File: config.mk
export PLATFORM = sky130hd
export DESIGN_NAME = uart_tx_engine
export DESIGN_NICKNAME = d
export VERILOG_FILES = /design/src/rtl/uart_tx_engine.sv
export SDC_FILE = /design/constraint.sdc
export NUM_CORES = 1
export LEC_CHECK = 0
export CAP_MARGIN = 0
export CORE_AREA = 2 2 112 114
export DETAILED_ROUTE_END_ITERATION = 10
export DIE_AREA = 0 0 114 116
export GPL_TIMING_DRIVEN = 0
export HOLD_SLACK_MARGIN = 0.12
export SYNTH_ARGS = -nofsm -noshare
export SYNTH_HDL_FRONTEND = slang
export SYNTH_SLANG_ARGS = --single-unit
File: constraint.sdc
create_clock -name clk -period 7.28 [get_ports clk]
set_input_delay 2.184 -clock clk [delete_from_list [all_inputs] [get_ports clk]]
set_output_delay 2.184 -clock clk [all_outputs]
set_load 0.03 [all_outputs]
File: src/rtl/uart_tx_engine.sv
// uart_tx_engine
// Transmit sequencer for the UART. It pops 9-bit words from the show-ahead TX
// FIFO and serialises each one on txd as follows:
//   - a start bit;
//   - 8 or 9 data bits, LSB first (the last one optionally replaced by parity);
//   - 0.5 / 1 / 1.5 / 2 stop bits.
// Bit timing comes from the fractional divisor {br_mantissa, br_fraction}.
//
// Ports
//   clk, rst_n         block clock, asynchronous active-low reset
//   cfg_te             transmit enable
//   cfg_wdlen          0 = 8 data bits, 1 = 9 data bits (parity included)
//   cfg_pce, cfg_ps    parity enable, parity select (0 = even, 1 = odd)
//   cfg_stoplen        00 = 1, 01 = 0.5, 10 = 2, 11 = 1.5 stop bits
//   br_mantissa/frac   bit period in clk cycles = {mantissa, fraction}, min 16
//   fifo_rd_valid/data TX FIFO head (show-ahead)
//   fifo_rd_en         one-cycle pop strobe
//   txd                registered serial output, idles high
//   tx_busy            sequencer is not idle
//   sr_tc              transmission complete status
//   tx_frame_done      one-cycle pulse in the last stop cycle of every frame
`timescale 1ns/1ps

module uart_tx_engine #(
  parameter int DIV_WD = 16
) (
  input  logic        clk,
  input  logic        rst_n,
  input  logic        cfg_te,
  input  logic        cfg_wdlen,
  input  logic        cfg_pce,
  input  logic        cfg_ps,
  input  logic [1:0]  cfg_stoplen,
  input  logic [11:0] br_mantissa,
  input  logic [3:0]  br_fraction,
  input  logic        fifo_rd_valid,
  input  logic [8:0]  fifo_rd_data,
  output logic        fifo_rd_en,
  output logic        txd,
  output logic        tx_busy,
  output logic        sr_tc,
  output logic        tx_frame_done
);

  localparam logic [1:0] S_IDLE  = 2'd0;
  localparam logic [1:0] S_START = 2'd1;
  localparam logic [1:0] S_DATA  = 2'd2;
  localparam logic [1:0] S_STOP  = 2'd3;

  // Two extra bits so the longest stop period (4 half-bits) fits.
  localparam int                CNT_W   = DIV_WD + 2;
  localparam logic [DIV_WD-1:0] DIV_MIN = DIV_WD'(16);

  // Builds the on-wire data word.
  // - Drops bit 8 for 8-bit frames.
  // - Substitutes the parity bit into the last data position.
  // - The XOR with ps turns even parity into odd parity.
  function automatic logic [8:0] frame_word(input logic [8:0] d,
                                            input logic       wdlen,
                                            input logic       pce,
                                            input logic       ps);
    logic [8:0] w;
    w = wdlen ? d : {1'b0, d[7:0]};
    if (pce) begin
      if (wdlen) w[8] = (^d[7:0]) ^ ps;
      else       w[7] = (^d[6:0]) ^ ps;
    end
    return w;
  endfunction

  // Stop period in clk cycles: 1/2/3/4 half-bit periods for stoplen 01/00/11/10.
  function automatic logic [CNT_W-1:0] stop_cycles(input logic [1:0]        sl,
                                                   input logic [DIV_WD-1:0] d);
    logic [CNT_W-1:0] half;
    logic [CNT_W-1:0] res;
    half = CNT_W'(d >> 1);
    unique case (sl)
      2'b01:   res = half;
      2'b00:   res = half << 1;
      2'b11:   res = (half << 1) + half;
      default: res = half << 2;
    endcase
    return res;
  endfunction

  logic [1:0]        state_q, state_d;
  logic [CNT_W-1:0]  cnt_q, cnt_d;
  logic [3:0]        bit_q, bit_d;
  logic [8:0]        shift_q, shift_d;
  logic              wdlen_q, wdlen_d;
  logic [DIV_WD-1:0] div_q, div_d;
  logic [CNT_W-1:0]  stop_q, stop_d;
  logic              txd_q, txd_d;
  logic              tc_q, tc_d;
  logic              run_q;

  logic [DIV_WD-1:0] div_raw;
  logic [DIV_WD-1:0] div_clamped;
  logic [CNT_W-1:0]  limit;
  logic [3:0]        last_bit;
  logic              expire;
  logic              stop_end;
  logic              launch;

  assign div_raw     = DIV_WD'({br_mantissa, br_fraction});
  assign div_clamped = (div_raw < DIV_MIN) ? DIV_MIN : div_raw;

  // One counter serves every state; only its terminal count changes.
  assign limit    = (state_q == S_STOP) ? stop_q : CNT_W'(div_q);
  assign expire   = (state_q != S_IDLE) && (cnt_q == limit - CNT_W'(1));
  assign stop_end = (state_q == S_STOP) && expire;
  assign last_bit = wdlen_q ? 4'd8 : 4'd7;

  // A launch happens either from IDLE or straight out of the final stop cycle,
  // which gives back-to-back frames without an idle gap. run_q keeps the pop
  // strobe quiet while reset is applied and for the first cycle after it.
  assign launch = run_q && cfg_te && fifo_rd_valid &&
                  ((state_q == S_IDLE) || stop_end);

  always_comb begin
    state_d = state_q;
    cnt_d   = cnt_q;
    bit_d   = bit_q;
    shift_d = shift_q;
    wdlen_d = wdlen_q;
    div_d   = div_q;
    stop_d  = stop_q;
    txd_d   = txd_q;
    tc_d    = tc_q;

    unique case (state_q)
      S_IDLE: begin
        cnt_d = '0;
      end
      S_START: begin
        if (expire) begin
          state_d = S_DATA;
          cnt_d   = '0;
          bit_d   = 4'd0;
          txd_d   = shift_q[0];
          shift_d = shift_q >> 1;
        end else begin
          cnt_d = cnt_q + CNT_W'(1);
        end
      end
      S_DATA: begin
        if (expire) begin
          cnt_d = '0;
          if (bit_q == last_bit) begin
            state_d = S_STOP;
            txd_d   = 1'b1;
          end else begin
            bit_d   = bit_q + 4'd1;
            txd_d   = shift_q[0];
            shift_d = shift_q >> 1;
          end
        end else begin
          cnt_d = cnt_q + CNT_W'(1);
        end
      end
      default: begin // S_STOP
        if (expire) begin
          state_d = S_IDLE;
          cnt_d   = '0;
          tc_d    = 1'b1;
        end else begin
          cnt_d = cnt_q + CNT_W'(1);
        end
      end
    endcase

    // Launch overrides the stop-expiry path; frame controls are frozen here.
    if (launch) begin
      state_d = S_START;
      cnt_d   = '0;
      bit_d   = 4'd0;
      shift_d = frame_word(fifo_rd_data, cfg_wdlen, cfg_pce, cfg_ps);
      wdlen_d = cfg_wdlen;
      div_d   = div_clamped;
      stop_d  = stop_cycles(cfg_stoplen, div_clamped);
      txd_d   = 1'b0;
      tc_d    = 1'b0;
    end
  end

  always_ff @(posedge clk or negedge rst_n) begin
    if (!rst_n) begin
      state_q <= S_IDLE;
      cnt_q   <= '0;
      bit_q   <= 4'd0;
      shift_q <= 9'd0;
      wdlen_q <= 1'b0;
      div_q   <= '0;
      stop_q  <= '0;
      txd_q   <= 1'b1;
      tc_q    <= 1'b1;
      run_q   <= 1'b0;
    end else begin
      state_q <= state_d;
      cnt_q   <= cnt_d;
      bit_q   <= bit_d;
      shift_q <= shift_d;
      wdlen_q <= wdlen_d;
      div_q   <= div_d;
      stop_q  <= stop_d;
      txd_q   <= txd_d;
      tc_q    <= tc_d;
      run_q   <= 1'b1;
    end
  end

  assign fifo_rd_en    = launch;
  assign txd           = txd_q;
  assign tx_busy       = (state_q != S_IDLE);
  assign sr_tc         = tc_q;
  assign tx_frame_done = stop_end;

endmodule

# Word-level counts from Yosys, hierarchy flattened
# Index checks and enable logic that the tools add are counted.
[classes] add_sub_neg=4 multipliers=0 div=0 magnitude_cmp=1 eq_ne=13 shift=0 n_mux=35 bitwise_logic=2 reduce_logical=18
[ops] cell="2-to-1 mux 18 bit" n=4
[ops] cell="one-hot mux 17 bit (3 select lines)" n=1
[ops] cell="2-to-1 mux 9 bit" n=5
[ops] cell="2-to-1 mux 4 bit" n=5
[ops] cell="adder 18 x 1 -> 18 bit (second input constant)" n=1
[ops] cell="equality test 18 bit" n=1
[ops] cell="one-hot mux 9 bit (2 select lines)" n=1
[ops] cell="subtractor 18 x 1 -> 18 bit (second input constant)" n=1
[ops] cell="adder 16 x 15 -> 17 bit" n=1
[ops] cell="< comparator 16 x 5 -> 1 bit (second input constant)" n=1
[ops] cell="2-to-1 mux 16 bit" n=1
[ops] cell="2-to-1 mux 2 bit" n=6
[ops] cell="!= test 3 bit (second input constant)" n=4
[ops] cell="2-to-1 mux 1 bit" n=9
[ops] cell="one-hot mux 4 bit (2 select lines)" n=1
[ops] cell="XOR reduction 8 bit" n=1
[ops] cell="XOR reduction 7 bit" n=1
[ops] cell="equality test 2 bit (second input constant)" n=3
[ops] cell="one-hot mux 2 bit (3 select lines)" n=1
[ops] cell="AND reduction 3 bit" n=2
[ops] cell="logical AND 1 bit" n=5
[ops] cell="adder 4 x 1 -> 4 bit (second input constant)" n=1
[ops] cell="equality test 2 x 1 -> 1 bit (second input constant)" n=2
[ops] cell="equality test 4 bit" n=1
[ops] cell="11 further kinds" n=14
[totals] ff_bits=71 latch_bits=0 ram_bits=0 mem_bits_ro=0 in_bits=34 out_inout_bits=5 word_cells=83 n_memories=0

# Logic depth before layout (Yosys ltp)
# Gate-level depths: netlist (run 1).
[depth] depth_word=10 mapped_depth=16 mapped_depth_nobuf=15

# Least setup slack after synthesis (run 1)
# Ideal clock, no wire load.
[synth_timing] path_type="reg-to-output" from="reg state_q[0]" to="out fifo_rd_en" arrival_time_ns=3.613 required_ns=5.096 path_slack_ns=1.483 path_stages_with_launch=16 n_path_buf=5 cell_sequence="dfrtp_1 -> ha_1 -> buf_6 -> buf_6 -> buf_2 -> mux2i_1 -> ha_1 -> nor4b_2 -> o22ai_1 -> or2_1 -> o41a_1 -> nor4_1 -> a41oi_2 -> nor2_2 -> buf_4 -> buf_6"
[synth_via] elab_chain_len=8 elab_cells_between_ends=10 classes_between="add/sub: 1; eq/ne: 2; mux: 1; reduce/logical: 6"
[synth_lines] item="from (decl)" line_no="86" text="logic [1:0] state_q, state_d;"
[synth_lines] item="from (signal assigned)" line_no="199" text="state_q <= state_d;"
[synth_lines] item="equality test 2 bit" line_no="109, 111"
[synth_lines] item="2-to-1 mux 18 bit" line_no="109" text="assign limit = (state_q == S_STOP) ? stop_q : CNT_W'(div_q);"
[synth_lines] item="subtractor 18 x 1 -> 18 bit" line_no="110" text="assign expire = (state_q != S_IDLE) && (cnt_q == limit - CNT_W'(1));"
[synth_lines] item="equality test 18 bit" line_no="110"
[synth_lines] item="logical AND 1 bit" line_no="110"
[synth_lines] item="logical AND 1 bit" line_no="111" text="assign stop_end = (state_q == S_STOP) && expire;"
[synth_lines] item="logical OR 1 bit (*)" line_no="118" text="((state_q == S_IDLE) || stop_end);"
[synth_lines] item="logical AND 1 bit (*)" line_no="117" text="assign launch = run_q && cfg_te && fifo_rd_valid &&"
[synth_lines] item="to (decl)" line_no="38" text="output logic fifo_rd_en,"
# Every way passes the cells marked *; elsewhere a longest branch is shown, timed or not.

# Worst setup path in the final report (run 1)
# Same ends and word-level chain as after synthesis.

==> qor.txt, run 1 <==
Period Utilization, post-route - 0.9633
RSZ-0062 raised after global routing - no
total of flip-flops plus latches after synthesis - 70
number of detailed-route iterations in the first pass - 5
total die area - 13220 sq um
run status - finished, final reports clean
syn nets - 578
final-stage net count - 627
# IOs - 39
cell occurring most often along the worst timing path - buf_6
VDD IR-drop max - 0.0001072 V
sequential share of the synthesized area - 0.3311
cell area power density - 153.9 nW/um^2
Layout area overhead - 16.13%
proportion of register bits with asynchronous set or reset after synthesis - 1.000
worst flop-to-flop path endpoint - cnt_q[16]$_DFF_PN0_
reg-to-reg setup timing slack - 2.47 ns
buffers from clock root to sink, at most - 2
Hold Path Origin - sr_tc$_DFFE_PN1P_
max_slew headroom - 0.3989
placer congestion estimate - 0.7709
max-capacitance violation count - 0
std cell rows - 40
worst hold-check path type - reg -> reg
share of layout cells above drive strength 1 - 0.1920
GRT Overall Usage - 0.1897
list of cells traversed by the critical path - ha_1 > buf_6 > buf_6 > buf_2 > mux2i_1 > ha_1 > nor4b_2 > o22ai_1 > or2_1 > o41a_1 > nor4_2 > a41oi_2 > nor2_2 > buf_4 > buf_6 > clkdlybuf4s15_1
number of input and output port buffers inserted - 37
clock tree sinks - 70
Required @ worst endpoint - 5.10 ns
clock-pin slew reported for the worst setup and hold paths after clock tree synthesis - 0.06 ns
initial antenna violation count - 0
Final Hold Viols - 0
clock tree from TritonCTS - done
total core area - 11910 sq um
launching point of the worst reg2reg path - state_q[0]$_DFFE_PN0P_
post-synthesis instance area - 5299 sq um
total routed wirelength - 11790 um
vertical die dimension - 116 um
number of synthesized flops with an enable pin - 0
area of combinational cells with multiple inputs - 3344 sq um
Worst EP arrival - 4.83 ns
violation count after the first detailed-routing iteration - 154
Clock H-tree levels - 3
Hold EP - sr_tc$_DFFE_PN1P_
cell count after synthesis - 520
clock tree root driver cell - clkbuf_16
aggregate negative setup slack - 0 ns
post-synthesis average cell area - 10.19 sq um
Least-Margin Pin Slew - 0.9016 ns
via count of the first global-routing pass - 4036
initial core utilization - 0.4449
area occupied by registers - 1754 sq um
endpoint class of the critical path - output port
DRT antenna net count - 0
global-route wire length before repair - 20000 um
Via density - 5.632
Layout fillers - 1107
leading register cell type out of synthesis - dfrtp_1
cell with the largest stage delay on the worst path - o41a_1
Inserted Clock Buffers - 9
Finish-stage setup viols - 0
antenna cell count - 0
drc violations - 0
class of the most critical setup path - reg -> out
pin count of the biggest net entering global routing - 71
post-DP HPWL - 9281 um
hold slack final - 0.5012 ns
crit-path max cell delay - 0.50 ns
maximum clock frequency - 142.6 MHz
horizontal die dimension - 114 um
number of slew-limit violations in the final report - 0
mean routed wirelength per cell - 16.37 um
Yosys warning total - 0
Layout Skew - 0.01070 ns
clk_lat worst skew - 0.33 ns
kind of start point of the critical path - flip-flop
leakage power - 2.643 nW
aggregate global routing overflow - 0
Unique masters post-synth - 70
via count - 4055
hold-critical path depth - 2
largest fanout on the critical path - 10
post-route minimum period - 7.013 ns
cells on worst reg2reg path - 16
## cells by family after synthesis
group,Yosys count,synth area share
DFF,70,0.3311
muxes,82,0.1953
other,1,0.0007077
adders and majority gates,24,0.05809
buffers and inverters,40,0.03896
xor gates and xnor gates,61,0.1008
and+or+nand+nor,167,0.1721
AOI/OAI and AO/OA,75,0.1030
## routing by layer
| metal | routed length (um) | up-vias | part of all wire | track usage |
|---|---|---|---|---|
| li1 | - | 2014 | - | - |
| met1 | 5804 | 1977 | 0.49 | 0.2648 |
| met2 | 5652 | 58 | 0.48 | 0.3187 |
| met3 | 238 | 6 | 0.020 | 0.02510 |
| met4 | 90 | 0 | 0.0076 | 0.03821 |
| met5 | 0 | - | 0 | 0 |
## flip-flops by register name, indices dropped and copies added (netlist names)
signal	cells
div_q	16
bit_q	4
txd	1
cnt_q	18
state_q	2
sr_tc	1
run_q	1
wdlen_q	1
stop_q	17
shift_q	9
## worst max-delay path, delay by kind of cell (launching register included)
family                   cells  cell delay, ns
AO/OA/AOI/OAI                3            0.94
flip-flops                   1            0.39
buffers and inverters        6            1.32
multiplexers                 1            0.34
adder cells (fa/ha/maj)      2            0.48
AND/OR/NAND/NOR              4            1.01
## layout make-up
cell class,instances,share of cell area
buffer,29,0.02684
clock buffer,9,0.03660
clock inverter,6,0.01037
inverter,11,0.006710
multi-input combinational,410,0.5435
sequential,70,0.2851
tap,147,0.02989
timing repair buffer,38,0.06100
## Yosys cell counts (all sizes together), types with 4 or more instances
| library cell | instances | area, sq um |
|---|---|---|
| mux4 | 12 | 270.3 |
| xnor2 | 33 | 289.0 |
| clkbuf | 14 | 52.55 |
| and2 | 4 | 25.02 |
| nand2b | 5 | 31.28 |
| mux2i | 22 | 220.2 |
| nor2 | 41 | 156.4 |
| nand3 | 19 | 107.6 |
| o31ai | 4 | 30.03 |
| dfrtp | 68 | 1702 |
| nor3b | 4 | 30.03 |
| o22ai | 5 | 31.28 |
| ha | 23 | 287.8 |
| and3 | 5 | 31.28 |
| nand2 | 31 | 116.4 |
| or2 | 6 | 37.53 |
| a2111oi | 4 | 62.56 |
| or3 | 9 | 56.30 |
| xor2 | 28 | 245.2 |
| a31oi | 8 | 50.05 |
| mux2 | 48 | 544.3 |
| o21ai | 9 | 45.04 |
| a21oi | 21 | 105.1 |
| nand4 | 4 | 25.02 |
| inv | 11 | 41.29 |
| nor3 | 16 | 85.08 |
| buf | 15 | 112.6 |
## worst max-delay path by stage
stage	start	endpoint	slack (ns)	depth (start not counted)
3_3_place_gp	state_q[0]$_DFFE_PN0P_	fifo_rd_en	0.1	16
6_report	state_q[0]$_DFFE_PN0P_	fifo_rd_en	0.27	16
4_1_cts	state_q[0]$_DFFE_PN0P_	fifo_rd_en	0.21	16
2_1_floorplan	state_q[0]$_DFFE_PN0P_	fifo_rd_en	1.48	15
3_5_place_dp	state_q[0]$_DFFE_PN0P_	fifo_rd_en	0.03	16
5_1_grt	state_q[0]$_DFFE_PN0P_	fifo_rd_en	0.005	16
## cells in the final DEF, fill, tap and decap left out, types with 21 or more instances in the layout
cell type and count:
nand2_1 31, clkdlybuf4s50_1 35, mux2i_1 22, dfrtp_1 68, nor2_1 40, mux2_2 47
a21oi_1 21, ha_1 23, xnor2_1 33, xor2_1 28
## per-stage QoR
step	area, sq um	power [mW]	setup WS (ns)	util	cells
finish	6153	0.9470	0.2675	0.5166	720
global route	6153	0.9906	0.005076	0.5166	720
CTS	6152	0.9576	0.2119	0.5165	720
detailed placement	5851	0.5300	0.02991	0.4912	704
global placement	5853	0.5277	0.09927	0.4914	704
floorplan	5299	0.4825	1.483	-	520
## power breakdown
group,total (mW),internal (mW),switching (mW),leakage [nW]
clock network,0.424,0.262,0.162,0.137
registers,0.390,0.390,0.0000898,0.918
logic,0.133,0.0660,0.0672,1.59
total,0.947,0.718,0.229,2.64
## what timing repair did
item | CTS | global route
gates resized for setup | 2 | 1
setup buffers | 1 | 0
setup endpoints to repair | 1 | 1
hold endpoints to repair | 0 | 0
cloned | 0 | 0
pin swaps | 1 | 0
hold buffers | 0 | 0
(Power assumes the default switching activity.)
==> run 2, diff against run 1 <==
CAP_MARGIN = 20   (was 0)
==> results of run 2 <==
Final layout, timing and power as in run 1 (identical DEF).
==> run 3, diff against run 2 <==
CTS_CLUSTER_DIAMETER = 120   (was not set)
==> results of run 3 <==
Final layout, timing and power as in run 1 (identical DEF).
==> RTL edit (flow settings as in run 2) <==
Register the outputs `fifo_rd_en`, `tx_busy` and `tx_frame_done`, cleared by the reset; this adds one clock of latency there. The other outputs are not delayed to match. Comments in the files are not updated.
--- a/src/rtl/uart_tx_engine.sv
+++ b/src/rtl/uart_tx_engine.sv
@@ -209,11 +209,19 @@
     end
   end
 
-  assign fifo_rd_en    = launch;
   assign txd           = txd_q;
-  assign tx_busy       = (state_q != S_IDLE);
   assign sr_tc         = tc_q;
-  assign tx_frame_done = stop_end;
+  always_ff @(posedge clk or negedge rst_n) begin
+    if (!rst_n) begin
+      fifo_rd_en    <= '0;
+      tx_busy       <= '0;
+      tx_frame_done <= '0;
+    end else begin
+      fifo_rd_en    <= launch;
+      tx_busy       <= (state_q != S_IDLE);
+      tx_frame_done <= stop_end;
+    end
+  end
 
 endmodule
 
Behaviour: not the same (a bounded check fails within 4 cycles, from zero or initial values and one cycle with rst_n low).
==> RTL edit against run 2 <==
  * Total power rose by 7.2%
  * Routed wire length increased by 1.5%
  * Final area rose by 1.9%
  * Sequential cell count grew 3
  * Maximum frequency rose by 8.5%
  * Synthesized area is 1.4% higher
  * Count of clock-buffer cells in the layout rose by 1
  * Sequential power is 4% higher
  * Setup slack improved by 550 ps
  * Non-clock buffer count unchanged
  * Die area unchanged
==> RTL edit: results (changes against run 2) <==
The final layout net count is 630 (was 627). The worst supply voltage drop on vdd came out at 95.50 uV (was 107.2 uV). The cell area reported after detailed placement is 5953 um^2 (was 5851 um^2). The post-DP HPWL came out at 9470 um (was 9281 um). The top routing layer in use is met4 (unchanged). The synthesized-area fraction occupied by ao, oa, aoi and oai cells came out at 0.1015 (was 0.1030). Outcome: completed (unchanged).

The cell family with the largest share of critical-path delay was simple AND/OR/NAND/NOR gates (was buffers and inverters). The maximum clock path buffer count came out at 2 (unchanged). The post-synth net total is 581 (was 578). The global-route wire length before repair came to 19,960 um (was 20,000 um). The mux share of post-synthesis cell area came out at 0.1925 (was 0.1953).

The switching share of power is 0.2362 (was 0.2420). The post-synthesis average cell area is 10.28 um^2 (was 10.19 um^2). The routed length per instance was 16.53 um (was 16.37 um).

The met3 wire length came out at 294 um (was 238 um). The met1 global-route usage is 0.2623 (was 0.2648). The total wire length came to 11,970 um (was 11,790 um). The routed length on met1 was 5758 um (was 5804 um). The relative contribution of combinational cells to total power came to 0.134 (was 0.141). Main area contributors after synthesis: dfrtp_1, mux2_2, xnor2_1, ha_1, mux4_2 (unchanged). The pin count of the biggest net entering global routing came out at 74 (was 71). The count of antenna diodes in the layout is 0 (unchanged). The highest fanout seen on the critical path is 7 (was 10). The routability congestion estimate is 0.8284 (was 0.7709). The number of post-CTS setup repair buffers came to 0 (was 1). The post-synthesis adder-cell area fraction is 0.05728 (was 0.05809).

The overall global routing resource usage is 0.1902 (was 0.1897). The library cell contributing the largest single delay on the critical path was clkdlybuf4s50_1 (was o41a_1). The global routing usage on met3 came out at 0.02772 (was 0.02510).

The clock share of power is 0.466 (was 0.448). The clock latency on the worst-skew pair came out at 340 ps. The worst setup slack after placement is 504.8 ps (was 29.91 ps). The fraction of met2 tracks used by global routing came out at 0.3183 (was 0.3187).

The normalized max-slew margin is 0.5568 (was 0.3989). The via count of the first global-routing pass came out at 3,981 (was 4,036). The clock skew after layout came out at 11.12 ps (was 10.70 ps). The detailed-router iteration count before antenna repair came to 4 (was 5). The sequential fraction of the synthesis area is 0.3404 (was 0.3311).

The fraction of synthesized cell area in xor and xnor cells is 0.09942 (was 0.1008). The placed instance count came out at 708 (was 704). The critical path arrival came out at 6670 ps (was 4830 ps). The initial DRC count came to 130 (was 154).

The proportion of layout cells with a drive suffix above 1 is 0.1889 (was 0.1920). Commonest cells post-synth: dfrtp_1, mux2_2, nor2_1 (unchanged). The mean number of vias per cell came out at 5.681 (was 5.632). The met2 wire length is 5814 um (was 5652 um). The static leakage is 2.703 nW (was 2.643 nW). The count of instances resized after the clock tree is built was 0 (was 2).
RTL edit: cell types whose count changed after synthesis, sizes merged:
cell / change
dfrtp: +3
RTL edit: layout make-up:
type                            count  area (um^2)
Buffer                             29        165.2
Clock buffer                       10        229.0
Clock inverter                      6        90.09
Fill cell                        1138         5639
Inverter                           11        41.29
Multi-Input combinational cell    410         3338
Sequential cell                    73         1829
Tap cell                          147        183.9
Timing Repair Buffer               38        395.4
RTL edit: path summary, 6_finish.rpt:
path	startpoint	endpoint	slack [ps]	cells after the start
worst min register to register	sr_tc	sr_tc	500	2
min in group asynchronous	rst_n	stop_q[15]	1860	2
worst max-delay path	br_mantissa[11]	stop_q[13]	820	16
worst min-delay path	sr_tc	sr_tc	500	2
max in group asynchronous	rst_n	txd	5090	2
worst max register to register	state_q[0]	div_q[15]	2420	16
